[config.mk]
export PLATFORM = sky130hd
export DESIGN_NAME = demux_sched
export DESIGN_NICKNAME = d
export VERILOG_FILES = /design/src/rtl/demux_sched_pkg.sv /design/src/rtl/rr_pick4.sv /design/src/rtl/demux_sched.sv
export SDC_FILE = /design/constraint.sdc
export NUM_CORES = 1
export LEC_CHECK = 0
export ABC_AREA = 1
export CAP_MARGIN = 20
export CORE_MARGIN = 2
export CORE_UTILIZATION = 40
export CTS_CLUSTER_SIZE = 25
export DETAILED_ROUTE_END_ITERATION = 12
export GPL_TIMING_DRIVEN = 0
export MAX_ROUTING_LAYER = met4
export PLACE_DENSITY = 0.75
export SYNTH_ARGS = -nofsm -noshare
export SYNTH_HDL_FRONTEND = slang
export SYNTH_SLANG_ARGS = --single-unit
[constraint.sdc]
create_clock -name CLK -period 1.9 [get_ports CLK]
set_input_delay 0.38 -clock CLK [delete_from_list [all_inputs] [get_ports CLK]]
set_output_delay 0.38 -clock CLK [all_outputs]
set_load 0.05 [all_outputs]
[src/rtl/demux_sched_pkg.sv]
`default_nettype none
// ============================================================================
// Module      : demux_sched_pkg
// Description : Shared types and constants for the demux burst scheduler.
// Revision    : 1.0 - initial release
// ============================================================================
package demux_sched_pkg;

    localparam int NUM_SINKS = 4;
    localparam int SEL_W     = 2;

    typedef enum logic [1:0] {
        IDLE = 2'd0,
        ARB  = 2'd1,
        XFER = 2'd2
    } state_t;

endpackage
`default_nettype wire

[src/rtl/rr_pick4.sv]
`default_nettype none
// ============================================================================
// Module      : rr_pick4
// Description : Round-robin picker; first eligible sink after 'last', wrapping.
// Revision    : 1.0 - initial release
// ============================================================================
module rr_pick4
    import demux_sched_pkg::*;
(
    input  logic [NUM_SINKS-1:0] elig,
    input  logic [SEL_W-1:0]     last,
    output logic [SEL_W-1:0]     grant,
    output logic                 found
);

    logic [SEL_W-1:0] w_idx;

    // Offset 4 wraps back onto 'last' itself, so it is considered last.
    always_comb begin
        grant = '0;
        found = 1'b0;
        w_idx = '0;
        for (int i = 1; i <= NUM_SINKS; i++) begin
            w_idx = last + SEL_W'(i);
            if (!found && elig[w_idx]) begin
                grant = w_idx;
                found = 1'b1;
            end
        end
    end

endmodule
`default_nettype wire

[src/rtl/demux_sched.sv]
`default_nettype none
// ============================================================================
// Module      : demux_sched
// Description : Round-robin burst scheduler driving a 1-to-4 demux tree.
// Revision    : 1.0 - initial release
// ============================================================================
module demux_sched
    import demux_sched_pkg::*;
#(
    parameter int DW    = 8,
    parameter int BURST = 4,
    parameter int CW    = 4
) (
    input  logic                 CLK,
    input  logic                 RSTN,
    input  logic [DW-1:0]        IN_DATA,
    input  logic                 IN_VALID,
    output logic                 IN_READY,
    input  logic [NUM_SINKS-1:0] SINK_MASK,
    input  logic [NUM_SINKS-1:0] SINK_READY,
    output logic [SEL_W-1:0]     SEL,
    output logic                 EN,
    output logic [DW-1:0]        OUT_DATA,
    output logic [NUM_SINKS-1:0] OUT_VALID,
    output logic                 BUSY
);

    localparam logic [CW-1:0] c_last_cnt = CW'(BURST - 1);
    localparam logic [CW-1:0] c_one      = CW'(1);

    state_t               r_state;
    logic [SEL_W-1:0]     r_sel;
    logic [SEL_W-1:0]     r_last;
    logic [CW-1:0]        r_cnt;
    logic                 r_en;

    logic [NUM_SINKS-1:0] w_elig;
    logic [SEL_W-1:0]     w_grant;
    logic                 w_found;
    logic                 w_in_xfer;
    logic                 w_sel_mask;
    logic                 w_sel_ready;
    logic                 w_transfer;

    assign w_elig      = SINK_MASK & SINK_READY;
    assign w_in_xfer   = RSTN && (r_state == XFER);
    assign w_sel_mask  = SINK_MASK[r_sel];
    assign w_sel_ready = SINK_READY[r_sel];
    assign w_transfer  = IN_VALID && IN_READY;

    rr_pick4 u_pick (
        .elig  (w_elig),
        .last  (r_last),
        .grant (w_grant),
        .found (w_found)
    );

    // Handshake outputs are gated by RSTN so nothing leaks during reset.
    assign IN_READY = w_in_xfer && w_sel_mask && w_sel_ready;
    assign BUSY     = RSTN && (r_state != IDLE);
    assign OUT_DATA = IN_DATA;
    assign SEL      = r_sel;
    assign EN       = r_en;

    always_comb begin
        OUT_VALID = '0;
        if (w_in_xfer && IN_VALID && w_sel_mask) begin
            OUT_VALID[r_sel] = 1'b1;
        end
    end

    always_ff @(posedge CLK) begin
        if (!RSTN) begin
            r_state <= IDLE;
            r_sel   <= '0;
            r_last  <= 2'd3;
            r_cnt   <= '0;
            r_en    <= 1'b0;
        end else begin
            case (r_state)
                IDLE: begin
                    if (IN_VALID) begin
                        r_state <= ARB;
                    end
                end
                ARB: begin
                    // Losing the source wins over a pending grant.
                    if (!IN_VALID) begin
                        r_state <= IDLE;
                    end else if (w_found) begin
                        r_sel   <= w_grant;
                        r_last  <= w_grant;
                        r_cnt   <= '0;
                        r_en    <= 1'b1;
                        r_state <= XFER;
                    end
                end
                XFER: begin
                    if (!w_sel_mask) begin
                        r_state <= ARB;
                        r_en    <= 1'b0;
                        r_cnt   <= '0;
                    end else if (w_transfer) begin
                        if (r_cnt == c_last_cnt) begin
                            r_state <= ARB;
                            r_en    <= 1'b0;
                            r_cnt   <= '0;
                        end else begin
                            r_cnt <= r_cnt + c_one;
                        end
                    end
                end
                default: begin
                    r_state <= IDLE;
                    r_en    <= 1'b0;
                end
            endcase
        end
    end

endmodule
`default_nettype wire

# Word level (Yosys, flattened, before mapping)
# Cells that the tools add are included.
# word_totals
register_bits	11
latchBits	0
mem_bits_rw	0
rom_bits	0
out_inout_bits	17
mem_count	0
# op_classes
addsub	4
mul	0
n_div	0
n_lt_le_gt_ge	6
eq_ne	9
n_shift	0
muxes	42
n_bitwise	2
reduce_logical	21
# op_table
operator	n
2-to-1 mux 4 bit	6
2-to-1 mux 2 bit	10
2-to-1 mux 1 bit	16
less-than comparator 2 x 3 -> 1 bit, second input constant	5
binary-select mux 1 bit (select 2 bit)	6
logical AND 1 bit	11
case mux 4 bit (2 select lines)	1
AND reduction 4 bit	2
!= test 3 x 2 -> 1 bit, second input constant	2
case mux 2 bit (3 select lines)	1
AND reduction 5 bit	1
adder 2 bit, second input constant	2
adder 4 x 1 -> 4 bit, second input constant	1
AND 4 bit	1
== test 4 x 2 -> 1 bit, second input constant	1
!= test 2 bit, second input constant	2
nonzero test 2 bit	2
logical NOT 1 bit	3
!= test 3 bit, second input constant	1
case mux 1 bit (3 select lines)	1
AND reduction 3 bit	1
adder 2 x 1 -> 2 bit, second input constant	1
demux 1 bit (select 2 bit)	1
== test 2 x 1 -> 1 bit, second input constant	1
5 further kinds	5

# Logic depth before layout (Yosys ltp)
# Gate-level depths: netlist of the first run.
# depth
depth_word	16
depth_mapped	14

# Modules after synthesis
# From an unflattened synthesis of the first run, not the netlist that was laid out.
# unflattened
hier_cells	180
area_unflattened_um2	1106.1
# modules_own_cells
module	instances	cells_per_inst	area_each_um2	seq_area_each_um2
demux_sched	1	128	834.6	220.2
rr_pick4	1	52	271.5	0.0

# Least setup slack after synthesis of the first run
# OpenSTA, ideal clock, no wires.
# synth_path
path_type	register to output
startpoint	reg r_sel[0], in the netlist SEL[0]
endpoint	out OUT_VALID[0]
t_arrival_ns	2.288
required_time_ns	1.520
slack_ns	-0.768
stages_incl_launch_ff	8
path_buffers	1
cell_sequence	dfxtp_1 -> buf_6 -> nand2_1 -> nand2_1 -> nand2_1 -> nand2_2 -> nand3_1 -> nor3_1
# synth_via
elab_chain_cells	5
elab_cells_between_ends	9
# synth_rtl
item	line	source
from (decl)	demux_sched.sv:32	logic [SEL_W-1:0] r_sel;
from (signal assigned)	demux_sched.sv:91	r_sel <= w_grant;
less-than comparator 2 x 3 -> 1 bit (not written as such) / greater-or-equal comparator 2 x 1 -> 1 bit (equally long branches)	demux_sched.sv:68	OUT_VALID[r_sel] = 1'b1;
logical AND 1 bit (not written as such)	demux_sched.sv:68	
2-to-1 mux 1 bit (not written as such)	demux_sched.sv:68	
demux 1 bit (select 2 bit)	demux_sched.sv:68	
2-to-1 mux 4 bit (*)	demux_sched.sv:67	if (w_in_xfer && IN_VALID && w_sel_mask) begin
to (decl)	demux_sched.sv:24	output logic [NUM_SINKS-1:0] OUT_VALID,
# Every way passes the cells marked *; elsewhere a longest branch is shown, timed or not. The select of a mux whose other input is x is not followed.

# Final worst setup path of the first run
# layout_path
startpoint	reg r_sel[0], in the netlist SEL[0]
endpoint	out OUT_VALID[3]
# The elaborated chain is that of the path after synthesis.

==> flow_summary.ini, run 1 <==
[critical_path]
cp-start-kind = flip-flop
crit_path_end_kind = primary output
required_ns = 1.52
reg2reg_from = SEL[0]$_SDFFE_PN0P_
crit_type = reg -> out
timing.rr.end = r_cnt[0]$_SDFFE_PN0P_
rrSetupSlack_ns = 0.25
path_max_fanout = 6
ff2ff_path_depth = 11
crit_arrival_ns = 1.55
cp-endpoint = OUT_VALID[3]
crit_path_start = SEL[0]$_SDFFE_PN0P_

[place]
io_buffers = 27
place.gp.congestion = 0.894
pre_cts_ws_ns = -1.10
place_area_sq_um = 1420
dp_hpwl_microns = 2030

[clock_network]
clk_path_buf_depth = 2
htree_levels = 1
ctsHoldBuffers = 0
path_clk_slew_ns = 0.08
insertion_delay_ns = 0.27
cts_buffers = 3
clkSinkCount = 11
cts-root-buf = clkbuf_4
cts_tree = yes

[logic_synthesis]
synth-seq-area-share_pct = 21.1
synth_mux_area_share_pct = 0
postSynthAreaPerCell_sq_um = 6.33
synth-seq-cells = 11
synth_top_family_by_area = simple AND/OR/NAND/NOR gates
synth_edf_count = 0
synth_nets = 185
synth-async-reset-ratio_pct = 0
synth_top_cell_by_area = dfxtp_1
ys_warn_count = 0
synth.distinct_cells = 32
synth_compound_area_share_pct = 10.1
synth_fa_ha_area_share_pct = 1.20
syn_area_sq_um = 1040
netlist_instances = 165
synth_ff_type = dfxtp_1
yosysTopAreaCellShare_pct = 21.1
synth-xor-area-share_pct = 1.68
synthSimpleGateAreaFrac_pct = 50.9
synth.area.top_cells = dfxtp_1 (21%), nand2_1 (17%), nand3_1 (8.1%), nand2_2 (6.0%), buf_4 (5.7%)

[global_routing]
grt_pass1_wl_microns = 4140
overflow = 0
grt_pass1_vias = 991
gr-usage-all-layers_pct = 19.4
grt_start_max_net_pins = 11
antenna_found_initial = 0

[route]
drtPass1Iterations = 4
wl_microns = 2600
detail_route.drc_violations = 0
routedWlPerCell_microns = 11.4
vias_per_cell = 4.94
drt_iter0_drc = 23
ant_nets = 0
vias = 1132

[cells_and_area]
nFillCells = 250
nets = 220
diodes = 0
final_area_sq_um = 1500
area_growth_pct = 43.4
drive_above_1_share_pct = 29.6

[floorplanning]
die_w_microns = 55.1
core_area_sq_um = 2480
ios = 36
die_y_microns = 55.1
dieArea_sq_um = 3040
core.rowCount = 18
start_util_pct = 42.2

[status]
outcome = finished with violations
violations = setup timing

[pwr]
ir_drop_mv = 0.567
p_leak_nw = 0.678
p_per_area_nw_per_um2 = 661

[sta]
setup_violations = 5
tightest_slew_ns = 0.506
finalHoldViolations = 0
period_share_pct = 102
slew_violations = 0
clock.fmax_mhz = 517
fin_ws_ns = -0.0342
slew_headroom_pct = 66.2
post-route-min-period_ns = 1.93
clock_skew_ns = 0.00466
grt_setup_unrepaired = yes

[run]
maxCapViolCount = 0

[worst_hold_path]
hp-class = reg -> reg
layer usage:
metal / wire (microns) / global-route usage, % / vias to the layer above / part of all wire [%]
li1: - / - / 610 / -
met1: 1140 / 22.4 / 490 / 44
met3: 135 / 4.84 / 0 / 5.2
met2: 1320 / 33.7 / 32 / 51
met5: 0 / - / - / 0
met4: 0 / 4.88 / 0 / 0
synth_stat cells, types with 3 or more instances:
master   count
nand2_1     46
nand3_1     17
a21oi_1     11
dfxtp_1     11
inv_1       11
nand2_2     10
nor2_1      10
buf_4        8
nor3_1       6
inv_2        5
nand4_1      3
o21ai_1      3
repair_timing:
action                                  CTS  global route
pin swaps                                 4             3
endpoints found under the setup margin   11             6
resized for setup                        52             5
endpoints found under the hold margin     0             0
buffers inserted                          3             0
placed cells by master (no fill, tap or decap), types with 2 or more instances in the layout:
cell             instances
nand2_1                 44
nand3_1                 16
nand2_2                 12
clkdlybuf4s50_1         12
a21oi_1                 11
buf_4                   11
inv_1                   10
dfxtp_1                  9
nor2_1                   9
dlygate4sd2_1            8
inv_2                    6
buf_6                    5
nor3_4                   4
nor2_4                   3
o21ai_1                  3
nand4_1                  3
clkbuf_4                 3
nand3b_1                 2
nand3_2                  2
nor4_1                   2
nor3_1                   2
state kept, by name, indices dropped and copies added, names as in the netlist:
register	count
r_state	2
SEL	2
EN	1
r_last	2
r_cnt	4
area by class of cell:
cell class	instances	area [sq um]	area share (%)
multi-input combinational	126	742	49.5
clock buffer	4	26.3	1.75
sequential	11	225	15.0
tap	30	37.5	2.51
timing repair buffer	30	290	19.4
buffer	10	91.3	6.10
inverter	18	85.1	5.68
power by group:
| group | total (mW) | internal [mW] | leakage, nW | switching [mW] |
|---|---|---|---|---|
| logic | 0.540 | 0.192 | 0.572 | 0.349 |
| registers | 0.281 | 0.256 | 0.0910 | 0.0247 |
| clock network | 0.168 | 0.0814 | 0.0150 | 0.0864 |
| total | 0.989 | 0.530 | 0.678 | 0.460 |
per-stage QoR:
step                      TNS [ns]  cells  util (%)  power [mW]  hold slack (ns)
after floorplan                  0    165         -       0.687            0.464
after global placement       -7.33    222      57.4       0.797            0.443
after CTS                   -0.262    229      60.2       0.992            0.459
final                       -0.114    229      60.5       0.989            0.455
after global routing        -0.581    229      60.5        1.07            0.486
after detailed placement     -7.85    222      57.4       0.811            0.444
logic make-up (layout without fill, tap and decap cells):
kind of cell	after synthesis	count (layout)
and+or+nand+nor	105	105
buffers and inverters	28	62
AOI/OAI and AO/OA	18	18
DFF	11	11
xor gates and xnor gates	2	2
adders and majority gates	1	1
worst min path at each step:
stage | startpoint | to | slack (ns) | depth (start not counted)
final | EN$_SDFFE_PN0P_ | EN$_SDFFE_PN0P_ | 0.46 | 2
after global routing | EN$_SDFFE_PN0P_ | EN$_SDFFE_PN0P_ | 0.49 | 2
after CTS | EN$_SDFFE_PN0P_ | EN$_SDFFE_PN0P_ | 0.46 | 2
after detailed placement | EN$_SDFFE_PN0P_ | EN$_SDFFE_PN0P_ | 0.44 | 2
after global placement | EN$_SDFFE_PN0P_ | EN$_SDFFE_PN0P_ | 0.44 | 2
after floorplan | r_cnt[3]$_SDFFE_PN0P_ | r_cnt[3]$_SDFFE_PN0P_ | 0.46 | 2
worst max-delay path: stages, from the launching register on:
cell      delay, ns
dfxtp_4        0.35
buf_12         0.13
clkinv_8       0.04
nand2_2        0.03
nand2_1        0.06
nand2_1        0.06
nand2_2        0.10
nand3_4        0.15
nor3_4         0.16
buf_6          0.18
(Power assumes the default switching activity.)
==> run 2, diff against run 1 <==
clock period = 2 ns   (was 1.9 ns; I/O delays follow)
==> flow_summary.ini, run 2 (synthesis gave the netlist of run 1 again) <==
[sta]
period_share_pct = 96.6
tightest_slew_ns = 0.502
slew_headroom_pct = 66.5
post-route-min-period_ns = 1.93
clock.fmax_mhz = 518
clock_skew_ns = 0.00376
setup_violations = 0
finalHoldViolations = 0
slew_violations = 0
grt_setup_unrepaired = no

[critical_path]
max_stage_delay_ns = 0.83
crit_type = reg -> out
cp-start-kind = flip-flop
required_ns = 1.60
crit_arrival_ns = 1.53
path_delay_family = buffers and inverters
crit_slowest_cell = clkdlybuf4s50_1
path_max_fanout = 9
cp_cell_sequence = clkdlybuf4s50_1
worst-path-buf-inv = 1
crit_path_end_kind = primary output

[route]
vias_per_cell = 5.01
routedWlPerCell_microns = 10.8
detail_route.drc_violations = 0
drt_iter0_drc = 19
vias = 1137
wl_microns = 2450
drtPass1Iterations = 4
ant_nets = 0

[global_routing]
grt_start_max_net_pins = 11
gr-usage-all-layers_pct = 18.8
grt_pass1_wl_microns = 4130
grt_pass1_vias = 1034
grt_use_met2_pct = 31.5
grtUsageMet1_pct = 23.9
grt_most_used_layer = met2
overflow = 0
met3_usage_pct = 2.96
antenna_found_initial = 0

[cells_and_area]
largest_reg_flops = 4
fin_util_pct = 59.6
fin_cells = 227
diodes = 0
top_register = r_cnt
layout_commonest_cell = nand2_1
nFillCells = 250
area_growth_pct = 41.3
drive_above_1_share_pct = 27.4
multi_input_area_sq_um = 737
final_cell_mix = nand2_1 (46), nand3_1 (16), a21oi_1 (11), clkdlybuf4s50_1 (11)
seq_area_sq_um = 225
nets = 218

[status]
outcome = completed

[floorplanning]
ios = 36
dieArea_sq_um = 3040
core.rowCount = 18
start_util_pct = 42.2
die_w_microns = 55.1
die_y_microns = 55.1
core_area_sq_um = 2480

[place]
dp_hpwl_microns = 2010
place.gp.congestion = 0.950
io_buffers = 27
placed_cells = 222

[clock_network]
clkSinkCount = 11
cts-root-buf = clkbuf_4
clk_path_buf_depth = 2
cts_buffers = 3
ctsHoldBuffers = 0
cts_tree = yes
path_clk_slew_ns = 0.07
insertion_delay_ns = 0.27
htree_levels = 1

[pwr]
p_leak_nw = 0.699
p_per_area_nw_per_um2 = 623
ir_drop_mv = 0.393

[run]
maxCapViolCount = 0

[worst_hold_path]
hp-class = reg -> reg
-- run 2: cell types whose count changed in the layout (fill, tap and decap cells not counted) --
cell	delta
dlymetal6s2s_1	+3
nand2_1	+2
nand2_2	-2
buf_12	-1
buf_4	-1
clkbuf_2	-1
clkdlybuf4s50_1	-1
clkinv_8	-1
dlygate4sd2_1	-1
inv_2	-1
inv_4	+1
inv_8	+1
-- run 2: worst paths after layout --
path	start	to	slack [ns]	cells after the start
max	SEL[0]$_SDFFE_PN0P_	SEL[0]	0.07	1
min	EN$_SDFFE_PN0P_	EN$_SDFFE_PN0P_	0.46	2
max reg2reg	SEL[1]$_SDFFE_PN0P_	r_cnt[2]$_SDFFE_PN0P_	0.40	9
min reg2reg	EN$_SDFFE_PN0P_	EN$_SDFFE_PN0P_	0.46	2
-- run 2: per-stage QoR --
stage	total power, mW	hold slack (ns)	setup TNS, ns	setup slack [ns]	cell area, sq um
after floorplan	0.649	0.464	0	0.00242	1100
after global placement	0.754	0.449	-6.07	-1.04	1410
after detailed placement	0.765	0.448	-6.48	-1.07	1410
after global routing	0.994	0.493	0	0.00220	1480
after CTS	0.918	0.464	0	0.00322	1450
final	0.919	0.456	0	0.0684	1480
-- run 2: final cells by class --
class,count,area share (%)
multi-input combinational,126,49.9
timing repair buffer,29,20.1
sequential,11,15.3
inverter,18,5.59
buffer,9,4.83
tap,30,2.54
clock buffer,4,1.78
-- run 2: where the power goes --
group	switching [mW]	total (mW)	leakage (nW)	internal [mW]
clock	0.0749	0.152	0.0150	0.0772
combinational	0.319	0.494	0.593	0.176
sequential	0.0289	0.273	0.0910	0.244
-- run 2: repair_timing --
action                                  in CTS  in global routing
endpoints found under the setup margin       6                  4
pin swaps                                    3                  1
hold endpoints to repair                     0                  0
setup buffers                                1                  1
gates resized for setup                     49                  6
-- run 2: per-layer routing --
metal | up-vias | part of all wire, %
li1 | 603 | -
met2 | 33 | 48
met5 | - | 0
met3 | 2 | 5.7
met1 | 499 | 46
met4 | 0 | 0.65
